### config.mk
export PLATFORM = sky130hd
export DESIGN_NAME = rv32e_bus_arb
export DESIGN_NICKNAME = d
export VERILOG_FILES = /design/src/rtl/rv32e_bus_arb.sv
export SDC_FILE = /design/constraint.sdc
export NUM_CORES = 1
export LEC_CHECK = 0
export BUFFER_PORTS_ARGS = -buffer_cell sky130_fd_sc_hd__buf_4
export CAP_MARGIN = 20
export CORE_ASPECT_RATIO = 0.6
export CORE_MARGIN = 2
export CORE_UTILIZATION = 38
export DETAILED_ROUTE_END_ITERATION = 6
export PLACE_DENSITY = 0.79
export SLEW_MARGIN = 10
export SYNTH_ARGS = -nofsm -noshare
export SYNTH_HDL_FRONTEND = slang
export SYNTH_SLANG_ARGS = --single-unit
### constraint.sdc
create_clock -name i_clk -period 2.8 [get_ports i_clk]
set_clock_uncertainty 0.1 [all_clocks]
set_input_delay 0.56 -clock i_clk [delete_from_list [all_inputs] [get_ports i_clk]]
set_output_delay 0.56 -clock i_clk [all_outputs]
set_load 0.01 [all_outputs]
### src/rtl/rv32e_bus_arb.sv
// Round-robin arbiter sharing one 32-bit bus slave between NM requesters.
// Optional slave-response timeout is enabled by defining ARB_TIMEOUT_EN.
module rv32e_bus_arb #(
    parameter int NM      = 2,
    parameter int TIMEOUT = 255
) (
    input  logic               i_clk,
    input  logic               i_rstb,
    input  logic [NM-1:0]      m_valid,
    input  logic [NM-1:0]      m_write,
    input  logic [32*NM-1:0]   m_addr,
    input  logic [32*NM-1:0]   m_wdata,
    input  logic [2*NM-1:0]    m_size,
    output logic [NM-1:0]      m_ready,
    output logic [31:0]        m_rdata,
    output logic               s_valid,
    output logic               s_write,
    output logic [31:0]        s_addr,
    output logic [31:0]        s_wdata,
    output logic [1:0]         s_size,
    input  logic               s_ready,
    input  logic [31:0]        s_rdata,
    output logic [NM-1:0]      grant,
    output logic               busy,
    output logic               err
);

    localparam int IW = (NM > 1) ? $clog2(NM) : 1;

    typedef enum logic {IDLE, BUSY} state_t;

    state_t        state;
    logic [IW-1:0] last;
    logic [IW-1:0] owner;
    logic [IW-1:0] sel;
    logic          any_req;
    logic          to_hit;
    logic          done;

    // Walk from the lowest priority (last) to the highest (last+1) so the
    // final match is the round-robin winner.
    always_comb begin
        sel     = last;
        any_req = 1'b0;
        for (int i = NM; i >= 1; i--) begin
            if (m_valid[(int'(last) + i) % NM]) begin
                any_req = 1'b1;
                sel     = IW'((int'(last) + i) % NM);
            end
        end
    end

`ifdef ARB_TIMEOUT_EN
    logic [15:0] to_cnt;

    assign to_hit = busy && !s_ready && (to_cnt == 16'(TIMEOUT));

    always_ff @(posedge i_clk or negedge i_rstb) begin
        if (!i_rstb) begin
            to_cnt <= '0;
            err    <= 1'b0;
        end else begin
            if (state == IDLE)
                to_cnt <= '0;
            else if (!s_ready && !to_hit)
                to_cnt <= to_cnt + 16'd1;
            if (to_hit)
                err <= 1'b1;
        end
    end
`else
    assign to_hit = 1'b0;
    assign err    = 1'b0;
`endif

    assign done    = busy & (s_ready | to_hit);
    assign m_ready = grant & {NM{done}};
    assign m_rdata = to_hit ? 32'hDEAD_BEEF : s_rdata;

    // A completion always passes through IDLE, so a requester that drops
    // valid on its m_ready edge cannot be re-granted on a stale request.
    always_ff @(posedge i_clk or negedge i_rstb) begin
        if (!i_rstb) begin
            state   <= IDLE;
            last    <= IW'(NM - 1);
            owner   <= '0;
            grant   <= '0;
            busy    <= 1'b0;
            s_valid <= 1'b0;
            s_write <= 1'b0;
            s_addr  <= '0;
            s_wdata <= '0;
            s_size  <= '0;
        end else begin
            case (state)
                IDLE: begin
                    if (any_req) begin
                        grant   <= NM'(1) << sel;
                        owner   <= sel;
                        s_write <= m_write[sel];
                        s_addr  <= m_addr[32*int'(sel) +: 32];
                        s_wdata <= m_wdata[32*int'(sel) +: 32];
                        s_size  <= m_size[2*int'(sel) +: 2];
                        s_valid <= 1'b1;
                        busy    <= 1'b1;
                        state   <= BUSY;
                    end else begin
                        s_valid <= 1'b0;
                    end
                end
                BUSY: begin
                    if (done) begin
                        s_valid <= 1'b0;
                        grant   <= '0;
                        busy    <= 1'b0;
                        last    <= owner;
                        state   <= IDLE;
                    end
                end
                default: state <= IDLE;
            endcase
        end
    end

endmodule

==> flow_metrics.env, run 1 <==
export IMPL_cts_tree="done"
export IMPL_overflow=0
export IMPL_slew_viol_final=0
export IMPL_cp_slowest_cell="dfrtp_1"
export IMPL_status="complete, no violations"
export IMPL_die_height_um=77.46
export IMPL_synth_compound_area_share_pct=21.24
export IMPL_grt_busiest_layer="met2"
export IMPL_grt_pass1_wl_um=15420
export IMPL_stdcell_area_mm2=0.005194
export IMPL_ant_nets=0
export IMPL_startpoint_type="flop"
export IMPL_worstSetupPathType="flop to flop"
export IMPL_synth_area_mux_share_pct=0
export IMPL_insertion_delay_ns=0.32
export IMPL_fin_setup_tns_ns=0
export IMPL_yosys_top_cells_area="dfrtp_1 (53%), a221o_1 (20%), and2_1 (12%)"
export IMPL_hold_ws_ns=0.2664
export IMPL_synth_area_mm2=0.003417
export IMPL_hold_class="input pin to async pin"
export IMPL_vias=2979
export IMPL_synth_simple_gate_area_share_pct=13.99
export IMPL_worstPathArrival_ns=1.88
export IMPL_first_pass_iters=4
export IMPL_syn2layout_area_growth_pct=52.00
export IMPL_design_die_area_mm2=0.009792
export IMPL_clockRootBuffer="clkbuf_16"
export IMPL_tightest_slew_ns=0.9152
export IMPL_synth_top_flop_cell="dfrtp_1"
export IMPL_synth_edf_count=0
export IMPL_port_buffers=211
export IMPL_clkTransAtPathRegs_ns=0.06
export IMPL_drcViolationCount=0
export IMPL_end_kind="flop"
export IMPL_cp_required_ns=2.90
export IMPL_final_net_count=628
export IMPL_fin_crit_sh_pct=63.74
export IMPL_synth_top_family_by_area="compound AO/OA/AOI/OAI gates"
export IMPL_place_area_mm2=0.004875
export IMPL_relSlewSlack_pct=38.99
export IMPL_max_clock_freq_mhz=560.3
export IMPL_synthArstFlopShare_pct=100.0
export IMPL_routed_wl_um=9934
export IMPL_synthesis_instances=287
export IMPL_post_drt_wl_per_cell_um=17.34
export IMPL_cts_setup_buffers=0
export IMPL_cts_htree_levels=3
export IMPL_fillCellCount=725
export IMPL_synth_cell_types=20
export IMPL_cts_resized=0
export IMPL_rrSetupSlack_ns=1.02
export IMPL_critPathMaxFanout=41
export IMPL_leakage_nw=2.612
export IMPL_cts_sink_count=74
export IMPL_initial_core_util_pct=39.64
export IMPL_synth_top_area_share_pct=53.46
export IMPL_gp_congestion=0.8095
export IMPL_met1_usage_pct=26.00
export IMPL_grt_use_total_pct=19.96
export IMPL_synth_seq_cells=74
export IMPL_syn_nets=458
export IMPL_layout_min_cycle_time_ns=1.785
export IMPL_drtIter0Drc=182
export IMPL_dp_hpwl_um=7069
export IMPL_yosys_area_top_type="dfrtp_1"
export IMPL_gr_usage_met3_pct=7.862
export IMPL_rsz0062_at_grt="no"
export IMPL_ios=277
export IMPL_drive_above_1_share_pct=50.54
export IMPL_diodes=0
export IMPL_core_mm2=0.008621
export IMPL_die_w_um=126.4
export IMPL_numCtsBuffers=9
export IMPL_ys_seq_area_share_pct=54.23
export IMPL_synth_adder_area_share_pct=0
export IMPL_rows=26
export IMPL_final_util_pct=60.25
export IMPL_post_place_ws_ns=0.8219
export IMPL_clockBufferDepth=2
export IMPL_synthXorXnorAreaFrac_pct=0
export IMPL_drt_vias_per_instance=5.199
export IMPL_p_per_area_mw_per_mm2=1085
export IMPL_synth_warnings=0
export IMPL_grt_max_degree=75
export IMPL_worst_slack_ns=1.015
export IMPL_maxCapViolations=0
export IMPL_avgSynthCellArea_um2=11.91
export IMPL_hold_viol_final=0
export IMPL_ctsHoldBuffers=0
export IMPL_met2_usage_pct=31.07
export IMPL_path_cells="o21bai_4 -> buf_12 -> and2_1 -> a221o_1"
export IMPL_grt_pass1_vias=2980
export IMPL_antenna_found_initial=0
export IMPL_setup_violations=0
export IMPL_critical_path_max_stage_delay_ns=0.48
export IMPL_vdd_ir_drop_max_uv=580.0
[synth_stat cells, types with 2 or more instances]
| cell type | n |
|---|---|
| a21o_1 | 2 |
| a221o_1 | 67 |
| and2_1 | 68 |
| and3_1 | 2 |
| buf_2 | 3 |
| buf_4 | 34 |
| clkbuf_1 | 17 |
| dfrtp_1 | 73 |
| inv_1 | 2 |
| nand2_1 | 8 |
| nand3_1 | 2 |
[per-stage QoR]
step	std cells	total power [mW]
floorplan	287	3.191
global placement	558	4.363
detailed placement	558	4.439
CTS	573	5.689
global route	573	5.978
finish	573	5.634
[critical path, delay by kind of cell, from the launching register on]
family          cells  cell delay [ns]
flops               1             0.48
buf+inv             1             0.25
simple gates        1             0.16
compound gates      2             0.64
[cell type report]
| cell class | count | area (um2) | area share (%) |
|---|---|---|---|
| clock buffer | 11 | 242.7 | 4.674 |
| tap | 112 | 140.1 | 2.698 |
| inverter | 3 | 11.26 | 0.2168 |
| multi-input combinational | 155 | 1226 | 23.61 |
| clock inverter | 4 | 76.32 | 1.470 |
| timing repair buffer | 214 | 1644 | 31.66 |
| sequential | 74 | 1853 | 35.68 |
[where the power goes]
part / total (mW) / internal (mW) / switching, mW
registers: 1.90 / 1.59 / 0.305
clock network: 1.22 / 0.801 / 0.416
logic: 2.52 / 1.42 / 1.10
total: 5.63 / 3.81 / 1.82
[placed cells by master (no fill, tap or decap), types with 2 or more instances in the layout]
cell type	n
and3_1	2
buf_12	3
dfrtp_1	73
nand2_1	8
clkbuf_16	9
bufinv_16	2
nand3_1	2
and2_1	68
inv_1	2
buf_4	211
a221o_1	67
a21o_1	2
[sequential cells by signal, summed over array words and instances (netlist names)]
signal,flops
s_size,2
s_valid,1
s_write,1
grant,2
busy,1
last,1
s_wdata,32
owner,1
s_addr,32
state,1
[routing by layer]
metal	part of all wire (%)	up-vias	routed length (um)
met4	1.2	0	122
met3	9.4	15	933
li1	-	1368	-
met2	47	167	4631
met5	0	-	0
met1	43	1429	4247
[final timing paths]
| kind | from | end | cells after the start |
|---|---|---|---|
| worst min-delay path | i_rstb | s_wdata[17] | 1 |
| max in group asynchronous | i_rstb | s_size[1] | 1 |
| worst min register to register | owner | owner | 2 |
| min in group i_clk | m_wdata[24] | s_wdata[24] | 2 |
| worst max register to register | state | s_wdata[13] | 4 |
| worst max-delay path | state | s_wdata[13] | 4 |
[cell families (layout without fill, tap and decap cells)]
kind of cell	after synthesis	in the layout
DFF	74	74
buffers and inverters	58	232
other	1	1
and+or+nand+nor	80	80
AOI/OAI and AO/OA	74	74
(Power assumes the default switching activity.)
==> inputs of run 2 (changes only) <==
Settings changed: CORE_UTILIZATION 38 to 35, PLACE_DENSITY 0.79 to 0.76.
Clock period 2.8 ns to 1.5 ns, I/O delays scaled along.
==> run 2 against run 1 <==
  * Non-clock buffer count grew 9
  * Largest power group unchanged
  * Core utilization is 3.2 points lower
  * Combinational power up 95%
==> flow_metrics.env, run 2 (synthesized netlist as in run 1, its figures left out) <==
export IMPL_final_cells=600
export IMPL_vias=3082
export IMPL_ant_nets=0
export IMPL_final_net_count=637
export IMPL_antenna_found_initial=0
export IMPL_diodes=0
export IMPL_design_die_area_mm2=0.01060
export IMPL_rows=27
export IMPL_fin_setup_tns_ns=0
export IMPL_cts_sink_count=74
export IMPL_dp_hpwl_um=7691
export IMPL_grt_use_total_pct=20.05
export IMPL_fin_crit_sh_pct=97.88
export IMPL_hold_viol_final=0
export IMPL_end_kind="flop"
export IMPL_port_buffers=211
export IMPL_syn2layout_area_growth_pct=55.69
export IMPL_cts_htree_levels=3
export IMPL_rrSetupSlack_ns=0.03
export IMPL_drt_vias_per_instance=5.137
export IMPL_hold_class="input pin to flop"
export IMPL_first_pass_iters=4
export IMPL_leakage_nw=2.662
export IMPL_dp_cells=582
export IMPL_routed_wl_um=10540
export IMPL_rsz0062_at_grt="yes"
export IMPL_drive_above_1_share_pct=51.70
export IMPL_critPathMaxFanout=37
export IMPL_startpoint_type="flop"
export IMPL_layout_commonest_cell="buf_4"
export IMPL_p_per_area_mw_per_mm2=1984
export IMPL_rr_worst_depth=4
export IMPL_grt_pass1_vias=3185
export IMPL_die_w_um=131.6
export IMPL_mostFrequentLayoutCells="buf_4 (215), dfrtp_1 (72), and2_1 (68), a221o_1 (67), clkbuf_16 (9)"
export IMPL_drtIter0Drc=203
export IMPL_insertion_delay_ns=0.32
export IMPL_vdd_ir_drop_max_uv=674.9
export IMPL_core_mm2=0.009324
export IMPL_max_clock_freq_mhz=681.1
export IMPL_status="complete, no violations"
export IMPL_drcViolationCount=0
export IMPL_worstPathArrival_ns=1.58
export IMPL_maxCapViolations=0
export IMPL_grt_pass1_wl_um=16680
export IMPL_initial_core_util_pct=36.65
export IMPL_setup_violations=0
export IMPL_slew_viol_final=0
export IMPL_clockRootBuffer="clkbuf_16"
export IMPL_gp_congestion=0.7706
export IMPL_cp_required_ns=1.61
export IMPL_worstSetupPathType="flop to flop"
export IMPL_grt_max_degree=75
export IMPL_die_height_um=80.54
export IMPL_cts_tree="done"
export IMPL_whs_path_depth=2
export IMPL_clockBufferDepth=2
export IMPL_hold_ws_ns=0.09655
export IMPL_numCtsBuffers=9
export IMPL_post_drt_wl_per_cell_um=17.56
export IMPL_overflow=0
export IMPL_clkTransAtPathRegs_ns=0.06
export IMPL_layout_min_cycle_time_ns=1.468
export IMPL_reg_largest_list="s_addr: 32 flops, s_wdata: 32 flops"
export IMPL_ios=277
## run 2: repair_timing
item / 4_1_cts / 5_1_grt
hold buffers: 1 / 0
hold endpoints to repair: 73 / 0
buffers inserted: 0 / 2
gates resized for setup: 1 / 1
setup endpoints to repair: 2 / 34
pin swaps: 0 / 1
## run 2: report_power, final
part / internal (mW) / switching [mW]
Clock: 1.32 / 0.804
Sequential: 2.98 / 0.549
Combinational: 2.80 / 2.10
## run 2: area by class of cell
type | instances | area [um2]
repair buffers | 223 | 1764
clock buffers | 10 | 239.0
fillers | 822 | 4004
inverters | 3 | 11.26
well taps | 130 | 162.7
clock inverters | 5 | 55.05
multi-input cells | 155 | 1234
flip-flops and latches | 74 | 1854
## run 2: layer usage
layer  global-route usage (%)  wire length (um)  up-vias
li1                         -                 -     1381
met1                    26.06              4651     1526
met2                    31.31              4851      168
met3                    8.586               969        7
met4                    4.239                64        0
met5                        0                 0        -
## run 2: metrics by stage
| stage | worst slack [ns] | instance area [um2] | power, mW | utilization (%) |
|---|---|---|---|---|
| 2_1_floorplan | -0.001662 | 3422 | 5.963 | - |
| 3_3_place_gp | -0.006858 | 4992 | 8.244 | 53.54 |
| 3_5_place_dp | -0.04094 | 4992 | 8.402 | 53.54 |
| 4_1_cts | 0.001492 | 5298 | 10.61 | 56.82 |
| 5_1_grt | -0.0003336 | 5320 | 11.21 | 57.06 |
| 6_report | 0.03187 | 5320 | 10.55 | 57.06 |
## run 2: worst max-delay path, stage by stage (launching register included)
cell and delay [ns]:
dfrtp_1 0.39, o21bai_4 0.22, buf_12 0.17, and2_1 0.18
a221o_1 0.27
## run 2: final timing paths
path,startpoint,endpoint
max,state,s_wdata[6]
min in group asynchronous,i_rstb,s_wdata[25]
max in group asynchronous,i_rstb,last
max reg2reg,state,s_wdata[6]
min reg2reg,owner,last
min,m_addr[19],s_addr[19]
==> inputs of run 3 (changes only) <==
Settings changed: CORE_UTILIZATION 35 to 38, CTS_CLUSTER_SIZE set to 14, PLACE_DENSITY 0.76 to 0.79.
Clock period 1.5 ns to 1.4 ns, I/O delays scaled along.
==> run 3 against run 2 <==
  * The flow now finishes with violations (negative setup slack)
  * Non-clock buffer count rose by 11
  * Power rose by 11%
  * Core utilization rose by 6.7 points
  * Die area fell by 7.6%
  * First-iteration DRC count rose by 0.99%
  * Sequential power rose by 7.4%
==> flow_metrics.env, run 3 (synthesized netlist as in run 1, its figures left out) <==
export IMPL_clockRootBuffer="clkbuf_16"
export IMPL_end_kind="flop"
export IMPL_overflow=0
export IMPL_initial_core_util_pct=39.64
export IMPL_vias=3165
export IMPL_worstSetupPathType="flop to flop"
export IMPL_area_sequential_mm2=0.001854
export IMPL_total_power_mw=11.68
export IMPL_ant_nets=0
export IMPL_worst_slack_ns=-0.08893
export IMPL_die_height_um=77.46
export IMPL_reg_largest_list="s_addr: 32 flops, s_wdata: 32 flops"
export IMPL_cts_sink_count=74
export IMPL_startpoint_type="flop"
export IMPL_hold_class="input pin to flop"
export IMPL_grt_pass1_wl_um=17260
export IMPL_gp_congestion=0.8019
export IMPL_rows=26
export IMPL_clkTransAtPathRegs_ns=0.06
export IMPL_drtIter0Drc=205
export IMPL_worstPathArrival_ns=1.59
export IMPL_final_net_count=648
export IMPL_vdd_ir_drop_max_uv=980.9
export IMPL_first_pass_iters=4
export IMPL_mostFrequentLayoutCells="buf_4 (212), dfrtp_1 (72), a221o_1 (67), and2_1 (56)"
export IMPL_design_die_area_mm2=0.009792
export IMPL_ios=277
export IMPL_antenna_found_initial=0
export IMPL_post_drt_wl_per_cell_um=19.25
export IMPL_syn2layout_area_growth_pct=60.78
export IMPL_final_cells=594
export IMPL_layout_commonest_cell="buf_4"
export IMPL_layout_min_cycle_time_ns=1.489
export IMPL_maxCapViolations=0
export IMPL_status="finished, violations left"
export IMPL_critical_path_max_stage_delay_ns=0.58
export IMPL_path_cells="a211oi_4 -> buf_6 -> clkbuf_16 -> a221o_1"
export IMPL_die_w_um=126.4
export IMPL_rsz0062_at_grt="yes"
export IMPL_drive_above_1_share_pct=55.19
export IMPL_fillCellCount=682
export IMPL_cts_htree_levels=3
export IMPL_fin_crit_sh_pct=106.4
export IMPL_leakage_nw=2.763
export IMPL_diodes=0
export IMPL_cp_slowest_cell="dfstp_2"
export IMPL_core_mm2=0.008621
export IMPL_drcViolationCount=0
export IMPL_numCtsBuffers=9
export IMPL_insertion_delay_ns=0.32
export IMPL_clockBufferDepth=2
export IMPL_routed_wl_um=11430
export IMPL_drt_vias_per_instance=5.328
export IMPL_cts_tree="done"
export IMPL_multi_input_area_mm2=0.001274
export IMPL_violations="negative setup slack"
export IMPL_dp_hpwl_um=7850
export IMPL_hold_viol_final=0
export IMPL_grt_pass1_vias=3255
export IMPL_grt_max_degree=75
export IMPL_p_per_area_mw_per_mm2=2125
export IMPL_port_buffers=211
export IMPL_slew_viol_final=0
export IMPL_grt_use_total_pct=22.26
export IMPL_max_clock_freq_mhz=671.6
export IMPL_dp_cells=566
export IMPL_cp_required_ns=1.50
export IMPL_setup_violations=70
export IMPL_critPathMaxFanout=8
run 3: changes by cell type in the layout (fill, tap and decap cells not counted), sizes merged:
cell	previous run	this run
buf	222	230
bufinv	1	0
clkbuf	10	16
clkinv	2	3
clkinvlp	2	0
run 3: worst max-delay path: cells and delay by family (launching register included):
family                 cells  cell delay, ns
DFF                        1            0.58
AOI/OAI and AO/OA          2            0.38
buffers and inverters      2            0.30
run 3: metal layers:
| layer | global-route usage (%) | part of all wire, % |
|---|---|---|
| met5 | 0 | 0 |
| met4 | 6.044 | 1.2 |
| met3 | 9.586 | 9.6 |
| met2 | 34.39 | 47 |
| met1 | 28.72 | 42 |
run 3: through the flow:
step	hold WS, ns	setup TNS, ns	setup slack [ns]	cell area, um2	util, %
finish	0.08266	-4.496	-0.08893	5494	63.73
global route	0.07184	-8.319	-0.1475	5494	63.73
CTS	0.07036	-3.629	-0.09085	5338	61.92
detailed placement	0.2294	-6.888	-0.1347	4997	57.97
global placement	0.2252	-4.944	-0.08636	4997	57.97
floorplan	-0.1156	-3.035	-0.06064	3435	-
run 3: power breakdown:
group | internal (mW) | total, mW | switching (mW) | leakage [nW]
clock network | 1.24 | 2.08 | 0.842 | 0.133
logic | 3.40 | 5.81 | 2.41 | 1.72
registers | 3.19 | 3.79 | 0.596 | 0.909
total | 7.83 | 11.7 | 3.85 | 2.76
run 3: timing repair:
item	4_1_cts	5_1_grt
gates resized for setup	10	14
endpoints found under the setup margin	69	74
hold buffers	1	0
setup buffers	4	2
cloned	0	5
pin swaps	7	4
endpoints found under the hold margin	73	0
run 3: final cells by class:
cell class,count,share of cell area (%)
well taps,112,2.551
multi-input cells,155,23.18
clock buffers,13,4.555
inverters,3,0.2050
flip-flops and latches,74,33.75
repair buffers,234,35.48
clock inverters,3,0.2733
run 3: path summary, 6_finish.rpt:
| kind | startpoint | endpoint | slack, ns | cells after the start |
|---|---|---|---|---|
| min | m_wdata[55] | s_wdata[23] | 0.08 | 2 |
| max in group asynchronous | i_rstb | last | 0.45 | 3 |
| max reg2reg | last | s_size[1] | -0.09 | 4 |
| max | last | s_size[1] | -0.09 | 4 |
| min in group asynchronous | i_rstb | s_wdata[27] | 0.41 | 3 |
| min reg2reg | owner | last | 0.41 | 2 |
